$ cat src/rtl/cache_wb_reader_if.sv
// Writeback read engine bundle: request/status, cache array read port and beat stream.
// The master view belongs to the engine and the slave view to its environment.
interface cache_wb_reader_if #(
    parameter int BEAT_BITS = 3
);
    localparam int LW = 10 - BEAT_BITS;

    logic          wb_req;
    logic [LW-1:0] wb_line;
    logic          wb_busy;
    logic          wb_done;
    logic [12:0]   cache_raddr;
    logic [63:0]   cache_do;
    logic [63:0]   out_data;
    logic          out_valid;
    logic          out_ready;
    logic          out_last;

    modport master (
        input  wb_req, wb_line, cache_do, out_ready,
        output wb_busy, wb_done, cache_raddr, out_data, out_valid, out_last
    );

    modport slave (
        output wb_req, wb_line, cache_do, out_ready,
        input  wb_busy, wb_done, cache_raddr, out_data, out_valid, out_last
    );
endinterface

$ cat src/rtl/cache_wb_reader.sv
// Reads one cache line out of the registered-read data array, one 64-bit beat per address,
// and streams it through a 2-entry FIFO so that backpressure never loses or repeats a beat.
module cache_wb_reader #(
    parameter int BEAT_BITS = 3
) (
    input  logic              clk,
    input  logic              rst_n,
    cache_wb_reader_if.master bus
);
    localparam int LW = 10 - BEAT_BITS;
    localparam logic [BEAT_BITS-1:0] LAST_BEAT = {BEAT_BITS{1'b1}};
    localparam logic [BEAT_BITS-1:0] BEAT_ONE  = {{(BEAT_BITS-1){1'b0}}, 1'b1};

    typedef enum logic [1:0] {
        IDLE  = 2'd0,
        READ  = 2'd1,
        DRAIN = 2'd2
    } state_t;

    state_t               state_r;
    state_t               state_s;
    logic [LW-1:0]        line_r;
    logic [BEAT_BITS-1:0] issue_ptr_r;
    logic [BEAT_BITS-1:0] pop_cnt_r;
    logic                 inflight_r;
    logic                 inflight_last_r;
    logic [63:0]          fifo_data_r [2];
    logic [1:0]           fifo_last_r;
    logic                 wr_ptr_r;
    logic                 rd_ptr_r;
    logic [1:0]           count_r;
    logic                 done_r;

    logic                 accept_s;
    logic                 issue_en_s;
    logic                 push_s;
    logic                 pop_s;
    logic                 last_pop_s;

    assign bus.out_valid   = (count_r != 2'd0);
    assign bus.out_data    = fifo_data_r[rd_ptr_r];
    assign bus.out_last    = bus.out_valid && fifo_last_r[rd_ptr_r];
    assign bus.cache_raddr = {line_r, issue_ptr_r, 3'b000};
    assign bus.wb_busy     = (state_r != IDLE);
    assign bus.wb_done     = done_r;

    // Handshake decode and issue throttle: a beat is only issued if it is sure to find a FIFO slot.
    always_comb begin
        accept_s   = (state_r == IDLE) && bus.wb_req;
        pop_s      = bus.out_valid && bus.out_ready;
        push_s     = inflight_r;
        last_pop_s = pop_s && (pop_cnt_r == LAST_BEAT);
        issue_en_s = (state_r == READ) &&
                     (({1'b0, count_r} + {2'b00, inflight_r}) < (3'd2 + {2'b00, pop_s}));
    end

    // Next-state logic.
    always_comb begin
        state_s = state_r;
        case (state_r)
            IDLE: begin
                if (accept_s) begin
                    state_s = READ;
                end else begin
                    state_s = IDLE;
                end
            end
            READ: begin
                if (issue_en_s && (issue_ptr_r == LAST_BEAT)) begin
                    state_s = DRAIN;
                end else begin
                    state_s = READ;
                end
            end
            DRAIN: begin
                if (last_pop_s) begin
                    state_s = IDLE;
                end else begin
                    state_s = DRAIN;
                end
            end
            default: state_s = IDLE;
        endcase
    end

    // State register.
    always_ff @(posedge clk or negedge rst_n) begin
        if (!rst_n) begin
            state_r <= IDLE;
        end else begin
            state_r <= state_s;
        end
    end

    // Line capture, address/pop counters, read-latency tracking and the done pulse.
    always_ff @(posedge clk or negedge rst_n) begin
        if (!rst_n) begin
            line_r          <= '0;
            issue_ptr_r     <= '0;
            pop_cnt_r       <= '0;
            inflight_r      <= 1'b0;
            inflight_last_r <= 1'b0;
            done_r          <= 1'b0;
        end else begin
            if (accept_s) begin
                line_r      <= bus.wb_line;
                issue_ptr_r <= '0;
                pop_cnt_r   <= '0;
            end else begin
                if (issue_en_s) begin
                    issue_ptr_r <= issue_ptr_r + BEAT_ONE;
                end
                if (pop_s) begin
                    pop_cnt_r <= pop_cnt_r + BEAT_ONE;
                end
            end
            inflight_r      <= issue_en_s;
            inflight_last_r <= issue_en_s && (issue_ptr_r == LAST_BEAT);
            done_r          <= (state_r == DRAIN) && last_pop_s;
        end
    end

    // Two-entry beat FIFO; cache_do is captured the edge after its address was issued.
    always_ff @(posedge clk or negedge rst_n) begin
        if (!rst_n) begin
            fifo_data_r[0] <= 64'd0;
            fifo_data_r[1] <= 64'd0;
            fifo_last_r    <= 2'b00;
            wr_ptr_r       <= 1'b0;
            rd_ptr_r       <= 1'b0;
            count_r        <= 2'd0;
        end else begin
            if (push_s) begin
                fifo_data_r[wr_ptr_r] <= bus.cache_do;
                fifo_last_r[wr_ptr_r] <= inflight_last_r;
                wr_ptr_r              <= ~wr_ptr_r;
            end
            if (pop_s) begin
                rd_ptr_r <= ~rd_ptr_r;
            end
            case ({push_s, pop_s})
                2'b10:   count_r <= count_r + 2'd1;
                2'b01:   count_r <= count_r - 2'd1;
                default: count_r <= count_r;
            endcase
        end
    end
endmodule
$ cat src/flat_wrapper.sv
// flat-port wrapper written by rule: the top's interface ports become plain ports
module cache_wb_reader_flat 
#(
    parameter int BEAT_BITS = 3
)
  (clk, rst_n, bus_wb_req, bus_wb_line, bus_cache_do, bus_out_ready, bus_wb_busy, bus_wb_done, bus_cache_raddr, bus_out_data, bus_out_valid, bus_out_last);
  cache_wb_reader_if #(.BEAT_BITS(BEAT_BITS)) bus_i ();
  input  logic clk;
  input  logic rst_n;
  input wire logic [$bits(bus_i.wb_req)-1:0] bus_wb_req;
  input wire logic [$bits(bus_i.wb_line)-1:0] bus_wb_line;
  input wire logic [$bits(bus_i.cache_do)-1:0] bus_cache_do;
  input wire logic [$bits(bus_i.out_ready)-1:0] bus_out_ready;
  output wire logic [$bits(bus_i.wb_busy)-1:0] bus_wb_busy;
  output wire logic [$bits(bus_i.wb_done)-1:0] bus_wb_done;
  output wire logic [$bits(bus_i.cache_raddr)-1:0] bus_cache_raddr;
  output wire logic [$bits(bus_i.out_data)-1:0] bus_out_data;
  output wire logic [$bits(bus_i.out_valid)-1:0] bus_out_valid;
  output wire logic [$bits(bus_i.out_last)-1:0] bus_out_last;
  assign bus_i.wb_req = bus_wb_req;
  assign bus_i.wb_line = bus_wb_line;
  assign bus_i.cache_do = bus_cache_do;
  assign bus_i.out_ready = bus_out_ready;
  assign bus_wb_busy = bus_i.wb_busy;
  assign bus_wb_done = bus_i.wb_done;
  assign bus_cache_raddr = bus_i.cache_raddr;
  assign bus_out_data = bus_i.out_data;
  assign bus_out_valid = bus_i.out_valid;
  assign bus_out_last = bus_i.out_last;
  cache_wb_reader #(.BEAT_BITS(BEAT_BITS)) u_core (.clk(clk), .rst_n(rst_n), .bus(bus_i));
endmodule
$ cat config.mk
export PLATFORM = sky130hd
export DESIGN_NAME = cache_wb_reader_flat
export DESIGN_NICKNAME = d
export VERILOG_FILES = /design/src/rtl/cache_wb_reader_if.sv /design/src/rtl/cache_wb_reader.sv /design/src/flat_wrapper.sv
export SDC_FILE = /design/constraint.sdc
export NUM_CORES = 1
export LEC_CHECK = 0
export CORE_ASPECT_RATIO = 2
export CORE_UTILIZATION = 50
export DETAILED_ROUTE_END_ITERATION = 8
export GPL_TIMING_DRIVEN = 0
export PLACE_DENSITY = 0.8
export SLEW_MARGIN = 10
export SYNTH_ARGS = -nofsm -noshare
export SYNTH_HDL_FRONTEND = slang
export SYNTH_SLANG_ARGS = --single-unit
$ cat constraint.sdc
create_clock -name clk -period 1.86 [get_ports clk]
set_clock_uncertainty 0.1 [all_clocks]
set_input_delay 0.372 -clock clk [delete_from_list [all_inputs] [get_ports clk]]
set_output_delay 0.372 -clock clk [all_outputs]
set_load 0.02 [all_outputs]
==> results of run 1 <==
## kinds of logic (layout without fill, tap and decap cells)
group | Yosys count | after routing | share of synthesized area
xor+xnor | 6 | 6 | 0.00793
buf+inv | 30 | 223 | 0.0331
mux | 196 | 196 | 0.333
fa+ha+maj | 7 | 7 | 0.0132
compound gates | 8 | 8 | 0.00756
other cells | 1 | 4 | 0.000566
flops | 152 | 152 | 0.574
simple gates | 47 | 47 | 0.0306
## where the power goes
group          internal (mW)  switching (mW)
logic                   5.00            4.55
clock network           2.13            1.36
registers               5.00           0.896
## cell type report
type	instances	area, um2
diodes	1	2.50
plain buffers	25	295
clock buffers	19	433
clock inverters	13	171
fillers	919	3960
inverters	5	18.8
multi-input cells	267	2690
flip-flops and latches	152	3810
well taps	152	190
repair buffers	161	1430
## sequential cells by signal, indices dropped and copies added (netlist names)
| signal | count |
|---|---|
| u_core.rd_ptr_r | 1 |
| u_core.pop_cnt_r | 3 |
| u_core.line_r | 7 |
| u_core.inflight_last_r | 1 |
| u_core.inflight_r | 1 |
| u_core.fifo_last_r | 2 |
| u_core.fifo_data_r | 128 |
| u_core.bus.wb_done | 1 |
| u_core.count_r | 2 |
| u_core.issue_ptr_r | 3 |
| u_core.state_r | 2 |
| u_core.wr_ptr_r | 1 |
## path summary, 6_finish.rpt
kind / from / slack, ns / endpoint
max: u_core.rd_ptr_r / -0.26 / bus_out_data[18]
min in group clk: u_core.line_r[4] / 0.38 / u_core.line_r[4]
max reg2reg: u_core.count_r[0] / 0.14 / u_core.count_r[1]
min reg2reg: u_core.line_r[4] / 0.38 / u_core.line_r[4]
max in group asynchronous: rst_n / 0.47 / u_core.fifo_data_r[6]
min: rst_n / 0.34 / u_core.fifo_data_r[31]
## metal layers
metal / vias to the layer above / share of wire
met4: 0 / 0.034
met3: 27 / 0.038
li1: 1930 / -
met5: - / 0
met1: 2187 / 0.33
met2: 113 / 0.59
## critical path, stage by stage, from the launching register on
cell and delay [ns]:
dfrtp_1 0.39, buf_12 0.17, buf_12 0.15, mux2_2 0.36, buf_2 0.16
## per-stage QoR
step / instances / area, um2 / hold WS [ns]
global route: 794 / 9030 / 0.369
CTS: 792 / 8950 / 0.348
floorplan: 449 / 6630 / -0.0236
finish: 795 / 9030 / 0.344
detailed placement: 754 / 8380 / 0.200
global placement: 753 / 8340 / 0.357
## cells in the mapped netlist (all sizes together)
| master | n |
|---|---|
| a21o | 1 |
| a21oi | 2 |
| and2 | 2 |
| buf | 25 |
| conb | 1 |
| dfrtp | 152 |
| ha | 7 |
| inv | 5 |
| mux2 | 194 |
| mux2i | 2 |
| nand2 | 31 |
| nand2b | 1 |
| nand3 | 2 |
| nand3b | 2 |
| nor2 | 8 |
| nor3b | 1 |
| o21ai | 5 |
| xnor2 | 4 |
| xor2 | 2 |
## what timing repair did
item | 4_1_cts | 5_1_grt
buffers inserted | 4 | 2
pin swaps | 0 | 1
resized for setup | 345 | 26
endpoints found under the setup margin | 75 | 70
endpoints found under the hold margin | 46 | 0
cloned | 1 | 1
hold buffers | 1 | 0
==> flow_summary.json, run 1 <==
{
  "status": "finished with violations",
  "violations": "negative setup slack",
  "vias_per_cell": 5.35,
  "required_ns": 1.39,
  "fin_setup_tns_ns": -13.82,
  "io_buffers": 152,
  "final-hold-violation-count": 0,
  "track_usage": 0.233,
  "layout_commonest_cell": "dfrtp_1",
  "netlist_area_um2": 6620,
  "die_area_um2": 13700,
  "nets": 711,
  "ys_warn_count": 0,
  "timing.final.crit_share": 1.14,
  "ctsHtreeMaxLevel": 4,
  "grt_first_pass_wirelength_um": 24400,
  "p_leak_nw": 4.11,
  "yosysTopAreaCell": "dfrtp_1",
  "drc": 0,
  "path_clk_slew_ns": 0.06,
  "cp_data_arrival_time_ns": 1.65,
  "cts_tree": "yes",
  "die_y_um": 165,
  "postSynthCellCount": 447,
  "drtPass1Iterations": 4,
  "layout-drive-gt1-share": 0.442,
  "clockBufferDepth": 2,
  "busiest_layer": "met2",
  "numClockSinks": 152,
  "rows": 59,
  "path_max_fanout": 10,
  "initial_utilization": 0.510,
  "grt_max_degree": 107,
  "fin_ws_ns": -0.264,
  "drt-wirelength-per-cell_um": 19.1,
  "drtIter0Drc": 131,
  "ys_types": 26,
  "cts_root_buf": "clkbuf_16",
  "p_per_area_nw_per_um2": 2090,
  "maxCapViolations": 0,
  "worstSetupStartpointType": "flip-flop",
  "setup_violations": 65,
  "worst_slew_margin_rel": 0.640,
  "synth_area_leaders": "dfrtp_1, mux2_2, mux2_1",
  "finish.utilization": 0.695,
  "met3_usage": 0.0450,
  "vdd.ir_drop.worst_uv": 1400,
  "die_w_um": 83.4,
  "rsz0062_at_grt": "yes",
  "synth_top_cell_area_share": 0.574,
  "max_slew.worst_pin.slew_ns": 0.540,
  "drt_wl_total_um": 15200,
  "ys_seq_elements": 152,
  "vias": 4257,
  "met1_usage": 0.237,
  "seq_area_frac_synth": 0.574,
  "cp-end-kind": "output pin",
  "ff2ff_path_depth": 5,
  "syn_area_per_cell_um2": 14.8,
  "grt_pass1_vias": 4813,
  "pre_cts_ws_ns": -0.547,
  "path_class": "flip-flop to output pin",
  "fmax_mhz": 471,
  "maxSlewViolCount": 0,
  "fin_total_pwr_mw": 18.9,
  "cts_buffers": 17,
  "place_congestion": 0.755,
  "hold_class": "input pin to async pin",
  "final_cell_mix": "dfrtp_1, mux2_2, clkdlybuf4s50_1",
  "grtUsageMet2": 0.446,
  "io_pins": 156,
  "ant_nets": 0,
  "grt_antenna_before_repair": 0,
  "syn_to_final_growth_pct": 36.4,
  "coreArea_um2": 13000,
  "post-dp-hpwl_um": 10900,
  "grt_overflow": 0,
  "clk_latency_ns": 0.41,
  "period_needed_ns": 2.12
}
No activity file was read; power rests on OpenSTA's default activity.
==> inputs of run 2 (changes only) <==
--- a/config.mk
+++ b/config.mk
@@ -10,6 +10,7 @@
 export DETAILED_ROUTE_END_ITERATION = 8
 export GPL_TIMING_DRIVEN = 0
 export PLACE_DENSITY = 0.8
+export SETUP_SLACK_MARGIN = 0.1
 export SLEW_MARGIN = 10
 export SYNTH_ARGS = -nofsm -noshare
 export SYNTH_HDL_FRONTEND = slang
==> run 2 against run 1 <==
  * Critical path depth stayed put
  * Setup slack better by 0.0021 ns
  * Non-clock buffer count is 3 higher
  * Hold slack better by 0.0011 ns
  * Die area stayed put
  * Via count hardly changed
  * The flow still finishes with violations (negative setup slack)
  * Flip-flop and latch count stayed put
  * First-iteration DRC count is 2.3% higher
  * Register-to-register slack better by 0.09 ns
  * Clock power hardly changed
==> flow_summary.json, run 2 (synthesized netlist as in run 1, its figures left out) <==
{
  "status": "finished with violations",
  "violations": "negative setup slack",
  "path_max_fanout": 10,
  "fin_setup_tns_ns": -13.69,
  "drt_wl_total_um": 15300,
  "ant_nets": 0,
  "cp_data_arrival_time_ns": 1.65,
  "pre_cts_ws_ns": -0.547,
  "grt_overflow": 0,
  "die_area_um2": 13700,
  "grt_first_pass_wirelength_um": 24500,
  "post-dp-hpwl_um": 10900,
  "largest_register": "u_core.fifo_data_r",
  "cts_root_buf": "clkbuf_16",
  "vias_per_cell": 5.34,
  "grt_max_degree": 107,
  "nets": 714,
  "timing.final.crit_share": 1.14,
  "initial_utilization": 0.510,
  "largest_reg_flops": 128,
  "reg.largest.list": "u_core.fifo_data_r: 128 flops, u_core.line_r: 7 flops",
  "p_per_area_nw_per_um2": 2100,
  "finish.utilization": 0.696,
  "final-hold-violation-count": 0,
  "place_congestion": 0.755,
  "vdd.ir_drop.worst_uv": 1400,
  "grt_antenna_before_repair": 0,
  "io_pins": 156,
  "cp-end-kind": "output pin",
  "cts_buffers": 17,
  "maxSlewViolCount": 0,
  "required_ns": 1.39,
  "dp_cells": 754,
  "ctsHtreeMaxLevel": 4,
  "drtIter0Drc": 134,
  "cts_tree": "yes",
  "rsz0062_at_grt": "yes",
  "layout_commonest_cell": "dfrtp_1",
  "p_leak_nw": 4.10,
  "maxCapViolations": 0,
  "drc": 0,
  "fmax_mhz": 471,
  "die_w_um": 83.4,
  "numClockSinks": 152,
  "grt_pass1_vias": 4819,
  "nFillCells": 919,
  "seq_area_um2": 3810,
  "multiInputGateArea_um2": 2690,
  "hold_class": "input pin to async pin",
  "layout-drive-gt1-share": 0.447,
  "clockBufferDepth": 2,
  "vias": 4259,
  "period_needed_ns": 2.12,
  "die_y_um": 165,
  "final_cell_mix": "dfrtp_1, mux2_2, clkdlybuf4s50_1",
  "fin_cells": 798,
  "setup_violations": 65,
  "clk_latency_ns": 0.41,
  "worstSetupStartpointType": "flip-flop",
  "syn_to_final_growth_pct": 36.6,
  "drt-wirelength-per-cell_um": 19.2,
  "fin_ws_ns": -0.262,
  "worst_slew_margin_rel": 0.650,
  "rows": 59,
  "coreArea_um2": 13000,
  "io_buffers": 152,
  "track_usage": 0.234,
  "max_slew.worst_pin.slew_ns": 0.525,
  "fin_total_pwr_mw": 19.0,
  "path_clk_slew_ns": 0.06,
  "drtPass1Iterations": 4,
  "path_class": "flip-flop to output pin"
}
run 2: cell count changes in the layout (fill, tap and decap cells not counted):
cell / delta
clkdlybuf4s50_1: -1
dlymetal6s2s_1: -2
buf_4: +3
clkbuf_2: -2
dlygate4sd2_1: +3
buf_2: +2
inv_1: -1
inv_2: +1
run 2: what timing repair did:
item	4_1_cts	5_1_grt
resized for setup	355	20
pin swaps	1	2
endpoints found under the setup margin	79	67
hold buffers	1	0
hold endpoints to repair	46	0
buffers inserted	6	3
cloned	1	1
run 2: layout make-up:
class,count,area share
clock inverter,13,0.0189
tap,152,0.0210
antenna,1,0.000277
sequential,152,0.421
multi-input combinational,267,0.297
inverter,5,0.00207
buffer,25,0.0326
timing repair buffer,164,0.159
clock buffer,19,0.0478
run 2: path summary, 6_finish.rpt:
kind                                    from                     end  slack (ns)  cells after the start
setup / recovery             u_core.rd_ptr_r        bus_out_data[18]       -0.26                      4
min in group clk            u_core.line_r[4]        u_core.line_r[4]        0.38                      2
max in group asynchronous              rst_n  u_core.fifo_data_r[11]        0.49                      3
hold / removal                         rst_n  u_core.fifo_data_r[31]        0.34                      2
setup reg to reg           u_core.count_r[0]   u_core.issue_ptr_r[0]        0.23                      5
hold reg to reg             u_core.line_r[4]        u_core.line_r[4]        0.38                      2
run 2: critical path, stage by stage, from the launching register on:
cell and delay [ns]:
dfrtp_1 0.39, buf_12 0.17, buf_12 0.15, mux2_2 0.36
buf_2 0.16
run 2: through the flow:
stage          cell area, um2  hold WS (ns)
6_report                 9050         0.345
2_1_floorplan            6630       -0.0236
4_1_cts                  8970         0.348
3_5_place_dp             8380         0.200
5_1_grt                  9050         0.369
3_3_place_gp             8340         0.357
run 2: power by group:
group	switching, mW	internal [mW]
Combinational	4.58	5.02
Clock	1.36	2.13
Sequential	0.887	5.00
Total	6.82	12.1
run 2: routing by layer:
metal | wire length (um) | global-route usage | share of wire
met4 | 492 | 0.118 | 0.032
met2 | 9130 | 0.449 | 0.60
met5 | 0 | 0 | 0
met1 | 5110 | 0.238 | 0.33
met3 | 553 | 0.0445 | 0.036
==> inputs of run 3 (changes only) <==
--- a/config.mk
+++ b/config.mk
@@ -5,11 +5,13 @@
 export SDC_FILE = /design/constraint.sdc
 export NUM_CORES = 1
 export LEC_CHECK = 0
+export ABC_AREA = 0
 export CORE_ASPECT_RATIO = 2
-export CORE_UTILIZATION = 50
+export CORE_UTILIZATION = 55
 export DETAILED_ROUTE_END_ITERATION = 8
+export DONT_BUFFER_PORTS = 1
 export GPL_TIMING_DRIVEN = 0
-export PLACE_DENSITY = 0.8
+export PLACE_DENSITY = 0.7
 export SETUP_SLACK_MARGIN = 0.1
 export SLEW_MARGIN = 10
 export SYNTH_ARGS = -nofsm -noshare
==> run 3 against run 2 <==
  * Die area fell by 8.9%
  * Wire length down 5.5%
  * Final cell count down 11%
  * Combinational power is 9.8% lower
  * Hold slack got worse by 0.80 ns
  * Power decreased by 3.5%
  * Largest power group unchanged
  * First-iteration DRC count is 41% lower
  * The flow finishes with violations (negative hold slack, negative setup slack)
  * Maximum frequency rose by 6.5%
  * Highest routed layer unchanged
  * Non-clock buffer count is 82 lower
  * Setup slack better by 0.13 ns
  * Sequential share of layout area increased by 1.6 points
==> flow_summary.json, run 3 (synthesized netlist as in run 1, its figures left out) <==
{
  "seq_power_share": 0.333,
  "fin_ws_ns": -0.133,
  "cts_root_buf": "clkbuf_16",
  "vdd.ir_drop.worst_uv": 1340,
  "io_pins": 156,
  "p_per_area_nw_per_um2": 2100,
  "path_class": "flip-flop to output pin",
  "drtIter0Drc": 79,
  "track_usage": 0.236,
  "pre_cts_ws_ns": -0.115,
  "die_y_um": 157,
  "setup_violations": 65,
  "io_buffers": 0,
  "timing.final.crit_share": 1.07,
  "reg.largest.list": "u_core.fifo_data_r: 128 flops, u_core.line_r: 7 flops",
  "drc": 0,
  "cp_data_arrival_time_ns": 1.52,
  "status": "finished with violations",
  "n_antenna_cell": 0,
  "post-dp-hpwl_um": 8990,
  "final-hold-violation-count": 152,
  "vias_per_cell": 5.59,
  "period_needed_ns": 1.99,
  "maxCapViolations": 0,
  "clk_latency_ns": 0.41,
  "ctsHtreeMaxLevel": 4,
  "violations": "negative hold slack, negative setup slack",
  "path_clk_slew_ns": 0.06,
  "largest_register": "u_core.fifo_data_r",
  "grt_overflow": 0,
  "p_leak_nw": 3.95,
  "worstSetupStartpointType": "flip-flop",
  "grt_max_degree": 153,
  "grt_antenna_before_repair": 0,
  "critical_path.slowest_cell": "dfrtp_2",
  "numClockSinks": 152,
  "drt_wl_total_um": 14400,
  "hold_class": "input pin to async pin",
  "syn_to_final_growth_pct": 31.8,
  "slowest_delay_ns": 0.44,
  "pwr-share-clk": 0.195,
  "combPwrFrac": 0.473,
  "cp_top_family": "flip-flops",
  "nets": 632,
  "rsz0062_at_grt": "yes",
  "drtPass1Iterations": 4,
  "crit_path_frequent_cell": "buf_12",
  "coreArea_um2": 11700,
  "place_congestion": 0.758,
  "layout-drive-gt1-share": 0.395,
  "drt-wirelength-per-cell_um": 20.4,
  "grt_first_pass_wirelength_um": 21900,
  "cts_tree": "yes",
  "fmax_mhz": 502,
  "die_area_um2": 12500,
  "rows": 56,
  "maxSlewViolCount": 0,
  "p_sw_mw": 6.57,
  "cts_buffers": 17,
  "path_buf_inv": 2,
  "crit_chain": "buf_12 > buf_12 > mux2_4",
  "largest_reg_flops": 128,
  "cp-end-kind": "output pin",
  "layout_commonest_cell": "dfrtp_1",
  "grt_pass1_vias": 4351,
  "whs_ns": -0.450,
  "p_int_mw": 11.7,
  "clockBufferDepth": 2,
  "final_cell_mix": "dfrtp_1, mux2_2, dlygate4sd3_1",
  "die_w_um": 79.6,
  "vias": 3954,
  "swShare": 0.359,
  "ant_nets": 0,
  "required_ns": 1.39,
  "initial_utilization": 0.566,
  "finish.utilization": 0.746,
  "path_max_fanout": 10
}
run 3: cell count changes in the layout (fill, tap and decap cells not counted), sizes merged, moves of 2 or more:
cell and change:
inv +2, dlygate4sd3 +71, clkbuf +2, clkinv -6, clkdlybuf4s50 -73, dlygate4sd2 -11, clkinvlp +3, buf -71
run 3: power by group through the flow:
stage	clock, mW	sequential, mW	combinational, mW
floorplan	0	5.71	5.95
global placement	0	5.86	6.80
detailed placement	0	6.01	6.96
CTS	3.63	6.04	8.46
global route	3.76	6.28	9.13
finish	3.56	6.09	8.65
run 3: repair_timing:
| action | 4_1_cts | 5_1_grt |
|---|---|---|
| gates cloned | 2 | 3 |
| hold buffers | 68 | 4 |
| endpoints found under the hold margin | 270 | 156 |
| pin swaps | 0 | 1 |
| setup buffers | 2 | 3 |
| endpoints found under the setup margin | 66 | 67 |
| resized for setup | 99 | 6 |
run 3: metrics by stage:
step / instances / cell area (um2) / TNS [ns] / total power [mW] / hold slack, ns
after floorplan: 449 / 6630 / 0 / 11.7 / -0.0236
after global placement: 594 / 6810 / -1.92 / 12.7 / -0.0208
after detailed placement: 594 / 6810 / -1.91 / 13.0 / -0.0204
after CTS: 697 / 8580 / -8.50 / 18.1 / -0.469
after global routing: 707 / 8730 / -9.48 / 19.2 / -0.472
final: 707 / 8730 / -7.46 / 18.3 / -0.450
run 3: final timing paths:
check                                        from                endpoint  slack, ns  cells past startpoint
worst max-delay path              u_core.rd_ptr_r        bus_out_data[14]      -0.13                      3
worst min register to register  u_core.state_r[0]      u_core.bus.wb_done       0.38                      1
worst max register to register  u_core.count_r[0]       u_core.state_r[0]       0.22                      5
min in group clk                  bus_cache_do[9]   u_core.fifo_data_r[9]       0.01                      1
worst min-delay path                        rst_n  u_core.fifo_data_r[41]      -0.45                      0
max in group asynchronous                   rst_n  u_core.fifo_data_r[65]       1.92                      0
run 3: area by class of cell:
class	instances	area, um2
Sequential cell	152	3810
Fill cell	770	2970
Multi-Input combinational cell	267	2880
Timing Repair Buffer	82	913
Clock buffer	19	453
Buffer	25	305
Tap cell	145	181
Clock inverter	12	165
Inverter	5	18.8
run 3: layer usage:
metal	GRT usage	vias up	wire length [um]
li1	-	1764	-
met1	0.242	2058	5240
met2	0.441	108	8240
met3	0.0626	24	695
met4	0.0961	0	272
met5	0	-	0
